### src/rtl/edp_mpy_seq_pkg.sv
// Shared types and datapath control codes for the EBOX radix-4 Booth multiply sequencer.
// The PAD state exists only when EDP_MPY_EARLY_EXIT_EN is defined.
package edp_seq_pkg;

  typedef enum logic [2:0] {
    IDLE = 3'd0,
    INIT = 3'd1,
    STEP = 3'd2,
    DONE = 3'd3
`ifdef EDP_MPY_EARLY_EXIT_EN
    ,
    PAD  = 3'd4
`endif
  } mpy_state_t;

  // CRAM.AD function codes
  localparam logic [5:0] AD_PASS_A    = 6'o37;
  localparam logic [5:0] AD_A_PLUS_B  = 6'o06;
  localparam logic [5:0] AD_A_MINUS_B = 6'o31;

  localparam logic [1:0] ADB_BR  = 2'b10;
  localparam logic [1:0] ADB_BR2 = 2'b01;

  // USR4 select codes for the MQ shift register
  localparam logic [1:0] MQ_HOLD = 2'b00;
  localparam logic [1:0] MQ_LOAD = 2'b11;

  localparam logic [2:0] ADA_AR   = 3'b000;
  localparam logic [2:0] SEL_SHR2 = 3'b111;
  localparam logic [2:0] SEL_ZERO = 3'b000;

endpackage

### src/rtl/edp_booth4_dec.sv
// Radix-4 Booth digit decode: {MQ34, MQ35, previous MQ34} to AD function and ADB select.
module edp_booth4_dec
  import edp_seq_pkg::*;
(
  input  logic [1:0] i_mq_lo,
  input  logic       i_booth_prev,
  output logic [5:0] o_ad_fn,
  output logic [1:0] o_adb_sel
);

  logic [2:0] w_trip;

  // i_mq_lo[0] is MQ34, the more significant bit of the pair
  assign w_trip = {i_mq_lo[0], i_mq_lo[1], i_booth_prev};

  always_comb begin
    o_ad_fn   = AD_PASS_A;
    o_adb_sel = 2'b00;
    case (w_trip)
      3'b000, 3'b111: begin
        o_ad_fn   = AD_PASS_A;
        o_adb_sel = 2'b00;
      end
      3'b001, 3'b010: begin
        o_ad_fn   = AD_A_PLUS_B;
        o_adb_sel = ADB_BR;
      end
      3'b011: begin
        o_ad_fn   = AD_A_PLUS_B;
        o_adb_sel = ADB_BR2;
      end
      3'b100: begin
        o_ad_fn   = AD_A_MINUS_B;
        o_adb_sel = ADB_BR2;
      end
      default: begin
        o_ad_fn   = AD_A_MINUS_B;
        o_adb_sel = ADB_BR;
      end
    endcase
  end

endmodule

### src/rtl/edp_mpy_seq.sv
// Radix-4 Booth multiply sequencer driving EBOX AD/AR/ARX/MQ controls while a multiply runs.
// Optional early-exit padding (i_mq_uniform, o_idle_steps, PAD state) under EDP_MPY_EARLY_EXIT_EN.
//
// state | meaning
// IDLE  | waiting for i_start, datapath untouched
// INIT  | clear AR:ARX, preload step counter
// STEP  | one Booth digit: AD = AR op BR/2*BR, shift AR:ARX:MQ right 2
// PAD   | remaining shifts with AD passing AR (early exit only)
// DONE  | one-cycle completion pulse
module edp_mpy_seq
  import edp_seq_pkg::*;
#(
  parameter int N_STEPS = 18,
  parameter int CNT_W   = 5
) (
  input  logic             i_clk,
  input  logic             i_reset,
  input  logic             i_start,
  input  logic             i_abort,
  input  logic [1:0]       i_mq_lo,
`ifdef EDP_MPY_EARLY_EXIT_EN
  input  logic             i_mq_uniform,
  output logic [CNT_W-1:0] o_idle_steps,
`endif
  output logic             o_busy,
  output logic             o_done,
  output logic [2:0]       o_ada_sel,
  output logic [1:0]       o_adb_sel,
  output logic [5:0]       o_ad_fn,
  output logic             o_ad_long,
  output logic [2:0]       o_arl_sel,
  output logic [2:0]       o_arxl_sel,
  output logic [2:0]       o_arxr_sel,
  output logic             o_mqm_en,
  output logic [1:0]       o_mqm_sel,
  output logic [1:0]       o_mq_sel,
  output logic             o_ar_clr,
  output logic             o_ar_load,
  output logic             o_arx_load
);

  mpy_state_t       r_state, w_state_nxt;
  logic [CNT_W-1:0] r_count, w_count_nxt;
  logic             r_booth_prev, w_prev_nxt;
  logic [5:0]       w_dec_fn;
  logic [1:0]       w_dec_adb;
  logic             w_shift;

  edp_booth4_dec u_dec (
    .i_mq_lo      (i_mq_lo),
    .i_booth_prev (r_booth_prev),
    .o_ad_fn      (w_dec_fn),
    .o_adb_sel    (w_dec_adb)
  );

`ifdef EDP_MPY_EARLY_EXIT_EN
  logic [CNT_W-1:0] r_idle_steps, w_idle_nxt;
  assign o_idle_steps = r_idle_steps;
`endif

  always_ff @(posedge i_clk) begin
    if (i_reset) begin
      r_state      <= IDLE;
      r_count      <= '0;
      r_booth_prev <= 1'b0;
`ifdef EDP_MPY_EARLY_EXIT_EN
      r_idle_steps <= '0;
`endif
    end else begin
      r_state      <= w_state_nxt;
      r_count      <= w_count_nxt;
      r_booth_prev <= w_prev_nxt;
`ifdef EDP_MPY_EARLY_EXIT_EN
      r_idle_steps <= w_idle_nxt;
`endif
    end
  end

  always_comb begin
    w_state_nxt = r_state;
    w_count_nxt = r_count;
    w_prev_nxt  = r_booth_prev;
    w_shift     = 1'b0;
`ifdef EDP_MPY_EARLY_EXIT_EN
    w_idle_nxt  = r_idle_steps;
`endif
    o_busy      = 1'b0;
    o_done      = 1'b0;
    o_ada_sel   = ADA_AR;
    o_adb_sel   = 2'b00;
    o_ad_fn     = 6'b0;
    o_ad_long   = 1'b0;
    o_arl_sel   = 3'b000;
    o_arxl_sel  = 3'b000;
    o_arxr_sel  = 3'b000;
    o_mqm_en    = 1'b0;
    o_mqm_sel   = 2'b00;
    o_mq_sel    = MQ_HOLD;
    o_ar_clr    = 1'b0;
    o_ar_load   = 1'b0;
    o_arx_load  = 1'b0;

    case (r_state)
      IDLE: begin
        if (i_start) w_state_nxt = INIT;
      end
      INIT: begin
        o_busy      = 1'b1;
        o_ar_clr    = 1'b1;
        o_ar_load   = 1'b1;
        o_arx_load  = 1'b1;
        o_arxl_sel  = SEL_ZERO;
        o_arxr_sel  = SEL_ZERO;
        w_prev_nxt  = 1'b0;
        w_count_nxt = CNT_W'(N_STEPS - 1);
        w_state_nxt = STEP;
`ifdef EDP_MPY_EARLY_EXIT_EN
        w_idle_nxt  = '0;
`endif
      end
      STEP: begin
        o_busy      = 1'b1;
        w_shift     = 1'b1;
        o_ad_fn     = w_dec_fn;
        o_adb_sel   = w_dec_adb;
        w_prev_nxt  = i_mq_lo[0];
        w_count_nxt = r_count - CNT_W'(1);
        if (r_count == '0) begin
          w_state_nxt = DONE;
        end
`ifdef EDP_MPY_EARLY_EXIT_EN
        // all remaining digits are zero: stop exercising the adder
        else if (i_mq_uniform && (w_dec_fn == AD_PASS_A)) begin
          w_state_nxt = PAD;
          w_idle_nxt  = r_count + CNT_W'(1);
        end
`endif
      end
`ifdef EDP_MPY_EARLY_EXIT_EN
      PAD: begin
        o_busy      = 1'b1;
        w_shift     = 1'b1;
        o_ad_fn     = AD_PASS_A;
        w_count_nxt = r_count - CNT_W'(1);
        if (r_count == '0) w_state_nxt = DONE;
      end
`endif
      DONE: begin
        o_busy      = 1'b1;
        o_done      = 1'b1;
        w_state_nxt = IDLE;
      end
      default: w_state_nxt = IDLE;
    endcase

    if (w_shift) begin
      o_ada_sel  = ADA_AR;
      o_ad_long  = 1'b1;
      o_ar_load  = 1'b1;
      o_arx_load = 1'b1;
      o_arl_sel  = SEL_SHR2;
      o_arxl_sel = SEL_SHR2;
      o_arxr_sel = SEL_SHR2;
      o_mqm_en   = 1'b1;
      o_mqm_sel  = 2'b00;
      o_mq_sel   = MQ_LOAD;
    end

    // abort outranks every transition, including count==0 and start
    if (i_abort) w_state_nxt = IDLE;
  end

endmodule

### config.mk
export PLATFORM = sky130hd
export DESIGN_NAME = edp_mpy_seq
export DESIGN_NICKNAME = d
export VERILOG_FILES = /design/src/rtl/edp_mpy_seq_pkg.sv /design/src/rtl/edp_booth4_dec.sv /design/src/rtl/edp_mpy_seq.sv
export SDC_FILE = /design/constraint.sdc
export NUM_CORES = 1
export LEC_CHECK = 0
export ABC_AREA = 1
export CAP_MARGIN = 40
export CORE_AREA = 2 2 39 41
export CTS_CLUSTER_SIZE = 8
export DETAILED_ROUTE_END_ITERATION = 12
export DIE_AREA = 0 0 41 43
export DONT_BUFFER_PORTS = 1
export GPL_ROUTABILITY_DRIVEN = 0
export PLACE_DENSITY = 0.77
export SYNTH_ARGS = -nofsm -noshare
export SYNTH_HDL_FRONTEND = slang
export SYNTH_HIERARCHICAL = 1
export SYNTH_SLANG_ARGS = --single-unit
### constraint.sdc
create_clock -name i_clk -period 1.7 [get_ports i_clk]
set_clock_uncertainty 0.05 [all_clocks]
set_input_delay 0.17 -clock i_clk [delete_from_list [all_inputs] [get_ports i_clk]]
set_output_delay 0.17 -clock i_clk [all_outputs]
set_load 0.05 [all_outputs]
==> results.sh <==
export IMPL_clkTransAtPathRegs_ns=0.05
export IMPL_p_sw_share_pct=46.1
export IMPL_end_kind="output port"
export IMPL_muxShareOfSynthArea_pct=0
export IMPL_setup_slack_ns=0.0513
export IMPL_dr_pass1_iters=2
export IMPL_ant_nets=0
export IMPL_pin_count=37
export IMPL_worstPathRequired_ns=1.48
export IMPL_wl_microns=1300
export IMPL_grt_use_met2_pct=29.7
export IMPL_grt_busiest_layer="met2"
export IMPL_syn_inst=104
export IMPL_synth_fa_ha_area_share_pct=8.74
export IMPL_pre_cts_ws_ns=0.216
export IMPL_worstHoldStart="i_mq_lo[0]"
export IMPL_synth_edff_count=0
export IMPL_net_switching_power_w=0.000342
export IMPL_r2r_start="r_state[1]"
export IMPL_critical_path_startpoint="r_state[1]"
export IMPL_critical_path_arrival_ns=1.43
export IMPL_hold_class="in2reg"
export IMPL_htreeDepth=1
export IMPL_grt_use_total_pct=17.8
export IMPL_layout_drive_gt1_share_pct=25.2
export IMPL_setup_tns_ns=0
export IMPL_instances_no_fill=119
export IMPL_start_kind="flop"
export IMPL_antenna_found_initial=0
export IMPL_num_antenna_cells=0
export IMPL_status="finished clean"
export IMPL_root_buffer="clkbuf_4"
export IMPL_grt_start_max_net_pins=11
export IMPL_synth_area_sq_um=716
export IMPL_port_buffers=0
export IMPL_p_int_w=0.000399
export IMPL_cts_sinks=8
export IMPL_async_reset_ff_share_pct=0
export IMPL_fmax_ghz=0.607
export IMPL_powerDensity_nw_per_um2=864
export IMPL_critPathMaxFanout=9
export IMPL_synth_compound_area_share_pct=9.27
export IMPL_critPathSlowestCell="ha_2"
export IMPL_synth_top_family_by_area="buffers and inverters"
export IMPL_grt_use_met3_pct=5.24
export IMPL_die_width_microns=41
export IMPL_synth_seq_cells=8
export IMPL_cap_violations=0
export IMPL_grt_pass1_vias=534
export IMPL_ys_flop_type="dfxtp_1"
export IMPL_peakVddDrop_mv=0.427
export IMPL_drt_iter0_drc=3
export IMPL_synth_most_common_cell="buf_4"
export IMPL_layout_nets=116
export IMPL_dpl_hpwl_microns=1080
export IMPL_yosys_area_share_simple_pct=22.6
export IMPL_met1_usage_pct=21.5
export IMPL_synth_seq_area_share_pct=22.4
export IMPL_grt_pass1_wl_microns=2180
export IMPL_slew_viol_final=0
export IMPL_initial_core_util_pct=51.7
export IMPL_dpl_cell_count=113
export IMPL_routedWlPerCell_microns=10.9
export IMPL_synth_largest_area_cell="buf_4"
export IMPL_yosysTopAreaCellShare_pct=24.1
export IMPL_clock_power_share_pct=19.8
export IMPL_area_delta_synth_final_pct=19.9
export IMPL_ys_types=20
export IMPL_synth_area_top_cells="buf_4 (24%), dfxtp_1 (22%), nand2_1 (10%)"
export IMPL_rsz0062_at_grt="no"
export IMPL_synth_xor_area_share_pct=2.45
export IMPL_overflow=0
export IMPL_path_cells="inv_1 > ha_2 > buf_8"
export IMPL_clockBufferDepth=2
export IMPL_drc=0
export IMPL_vias=550
export IMPL_core_area_sq_um=1380
export IMPL_cts_tree="done"
export IMPL_cts_inserted_buffers=3
export IMPL_fin_crit_ns=1.65
export IMPL_power_frac_seq_pct=29.7
export IMPL_leakage_nw=0.464
export IMPL_rows=14
export IMPL_avgSynthCellArea_sq_um=6.88
export IMPL_setup_violations=0
export IMPL_ys_warn_count=6
export IMPL_hold_viol=0
export IMPL_fin_crit_sh_pct=97.0
export IMPL_reg2reg_slack_ns=0.24
export IMPL_die_h_microns=43
export IMPL_critical_path_class="reg2out"
export IMPL_comb_power_share_pct=50.5
export IMPL_synthTopCellsByCount="buf_4 (23), nand2_1 (19), inv_1 (18), dfxtp_1 (8), nor2_1 (6)"
export IMPL_dieArea_sq_um=1760
export IMPL_slowest_delay_ns=0.43
export IMPL_via_per_inst=4.62
export IMPL_insertion_delay_ns=0.25
-- flip-flops by register name, summed over array words and instances (netlist names) --
name and cells:
r_booth_prev 1, r_count 5, r_state 2
-- worst paths after layout --
path	to	cells after the start
worst min register to register	r_count[4]	2
worst min-delay path	r_booth_prev	2
worst max-delay path	o_ar_load	3
worst max register to register	r_count[2]	5
-- kinds of logic (layout without fill, tap and decap cells) --
| logic type | after synthesis | count (layout) |
|---|---|---|
| other | 2 | 6 |
| buffers and inverters | 41 | 36 |
| adders and majority gates | 5 | 5 |
| xor gates and xnor gates | 2 | 2 |
| AOI/OAI and AO/OA | 11 | 11 |
| DFF | 8 | 8 |
| and+or+nand+nor | 35 | 35 |
-- repair_timing --
item / CTS / global route
hold buffers: 1 / 0
gates cloned: 0 / 0
resized for setup: 1 / 2
setup endpoints to repair: 12 / 2
buffers inserted: 2 / 0
hold endpoints to repair: 3 / 0
-- stage by stage --
step / hold slack (ns) / util, % / instance area, sq um / total power [W]
floorplan: 0.182 / - / 733 / 0.000547
global placement: 0.185 / 57.0 / 788 / 0.000571
detailed placement: 0.186 / 57.0 / 788 / 0.000580
CTS: 0.00961 / 61.6 / 852 / 0.000739
global route: 0.0284 / 62.0 / 858 / 0.000788
finish: 0.00954 / 62.0 / 858 / 0.000741
-- metal layers --
layer | part of all wire, % | routed length, microns
met1 | 38 | 494
met2 | 54 | 695
met3 | 7.0 | 91
met4 | 0.93 | 12
met5 | 0 | 0
-- power groups by stage --
| stage | Combinational (W) | Sequential, W | Clock [W] |
|---|---|---|---|
| final | 0.000374 | 0.000220 | 0.000147 |
| after global routing | 0.000402 | 0.000223 | 0.000163 |
| after CTS | 0.000370 | 0.000220 | 0.000149 |
| after detailed placement | 0.000356 | 0.000224 | 0 |
| after global placement | 0.000349 | 0.000222 | 0 |
| after floorplan | 0.000327 | 0.000220 | 0 |
-- cell type report --
class | instances | area, sq um
Fill cell | 130 | 526
Multi-Input combinational cell | 59 | 345
Timing Repair Buffer | 15 | 243
Sequential cell | 8 | 160
Inverter | 18 | 67.6
Clock buffer | 3 | 22.5
Tap cell | 16 | 20.0
-- cell usage in the layout, fill, tap and decap left out --
cell	netlist	routed
clkbuf_4	0	3
buf_8	0	1
nand3_1	3	3
nor2_2	1	1
ha_4	0	1
ha_2	0	1
a21oi_1	5	5
inv_1	18	18
a2bb2oi_1	1	1
nor2_1	6	6
ha_1	5	3
buf_16	0	1
nand3_2	2	2
conb_1	2	6
a21oi_2	1	1
nand2_2	1	1
buf_12	0	8
nor3_1	1	1
or2_4	1	1
nand2_1	19	19
and3_1	1	1
o21ai_0	3	3
o21ai_2	1	1
xor2_1	2	2
dlygate4sd3_1	0	1
dfxtp_1	8	8
buf_4	23	4
-- worst max-delay path: cells and delay by family (launching register included) --
kind       cells  cell delay [ns]
fa+ha+maj      1             0.43
flops          1             0.41
buf+inv        2             0.32
Note: power is estimated with default switching activity, not from simulation.
==> variant (same flow settings) <==
The parameter `CNT_W` goes from 5 to 7.
--- a/src/rtl/edp_mpy_seq.sv
+++ b/src/rtl/edp_mpy_seq.sv
@@ -12,5 +12,5 @@
 #(
   parameter int N_STEPS = 18,
-  parameter int CNT_W   = 5
+  parameter int CNT_W   = 7
 ) (
   input  logic             i_clk,
Formal check against the unedited RTL: no difference found for any inputs over 10 cycles, from zero or initial values and one cycle with i_reset high; that may be too few to reach the edited logic, so the function may still have changed.
==> variant against the original RTL <==
  * Die area stayed put
  * Worst setup slack gained 57 ps
  * Maximum frequency rose by 3.6%
  * Sequential cell count rose by 2
  * Cell area up 17%
  * Synthesized area rose by 19%
  * Routed wire length rose by 16%
  * Total power is 24% higher
  * Largest power group unchanged
==> variant: results (changes against the original RTL) <==
metric	value	unit	change
dpl.hpwl	1130	µm	+4.2%
drt-initial-drc-count	13		+10
drt_wl_total	1500	µm	+16%
clk_latency	270	ps	+20 ps
arrival	1370	ps	-60 ps
cts-root-buf	clkbuf_4		
wl_per_cell	10.5	µm	-3.6%
grt_pass1_vias	574		+7.5%
startpoint	r_state[0]		
synth.area.top_cells	dfxtp_1 23%, buf_4 19%, nand2_1 12%		
grt_pass1_wl	2280	µm	+4.7%
reg2reg_to	r_count[6]		
layout-drive-gt1-share	22.0	%	-3.2 points
viasPerCell	4.66		+0.77%
synthXorXnorAreaFrac	3.08	%	+0.63 points
crit_end	o_arl_sel[1]		
yosysSeqAreaShare	23.5	%	+1.1 points
yosys-top-cells-count	27 x nand2_1, 22 x buf_4, 22 x inv_1		
crit_path_max_fanout	11		+2
hold_start	i_reset		
grt_usage	18.9	%	+1.1 points
top_regs	r_count: 7 flops, r_state: 2 flops, r_booth_prev: 1 flops		
grt_max_degree	16		+5
whs	11.0	ps	+1.48 ps
fmax	628	MHz	+3.6%
place_inst	137		+21%
irDropWorstVdd	0.000479	V	+12%
hold_end	r_state[0]		
p_switching	427	µW	+25%
reg2reg_depth	7		+2
wl_met2	778	µm	+12%
power.leakage	0.526	nW	+13%
synth_compound_area_share	3.81	%	-5.5 points
route.met3.wl	131	µm	+44%
initial_core_util	61.7	%	+9.9 points
p_clk	162	µW	+10%
post-place-ws	126	ps	-89.9 ps
r2r_setup_slack	170	ps	-70 ps
first_pass_iters	4		+2
synthAdderAreaFrac	8.80	%	+0.056 points
holdPathStages	3		+1
postCtsSetupBuffers	0		-2
placedInstanceArea	932	µm²	+18%
grt_use_met3	4.71	%	-0.52 points
grt_use_met2	27.5	%	-2.2 points
gr-usage-met1	24.8	%	+3.3 points
ys_types	23		+15%
outcome	complete, no violations		
avgSynthCellArea	6.67	µm²	-3.1%
fillers	113		-13%
[variant: cell count changes in the layout (fill, tap and decap cells not counted), moves of 2 or more]
| cell | before | now |
|---|---|---|
| o21ai_0 | 3 | 1 |
| nand2_1 | 19 | 27 |
| dfxtp_1 | 8 | 10 |
| nand3_2 | 2 | 0 |
| nand3_1 | 3 | 5 |
| nor2_1 | 6 | 14 |
| nand2_2 | 1 | 3 |
| a21oi_1 | 5 | 3 |
| inv_1 | 18 | 21 |
[variant: layout make-up]
cell class | instances | area share, %
Clock buffer | 3 | 2.24
Inverter | 22 | 8.22
Multi-Input combinational cell | 76 | 42.7
Sequential cell | 10 | 19.9
Tap cell | 16 | 1.99
Timing Repair Buffer | 16 | 24.9
[variant: cells by family after synthesis]
family          count (synthesis)
flops                          10
simple gates                   55
compound gates                  6
other cells                     2
xor+xnor                        3
buf+inv                        46
fa+ha+maj                       6
[variant: worst max-delay path: stages, from the launching register on]
cell,delay [ps]
dfxtp_1,340
inv_2,120
ha_4,250
buf_16,390
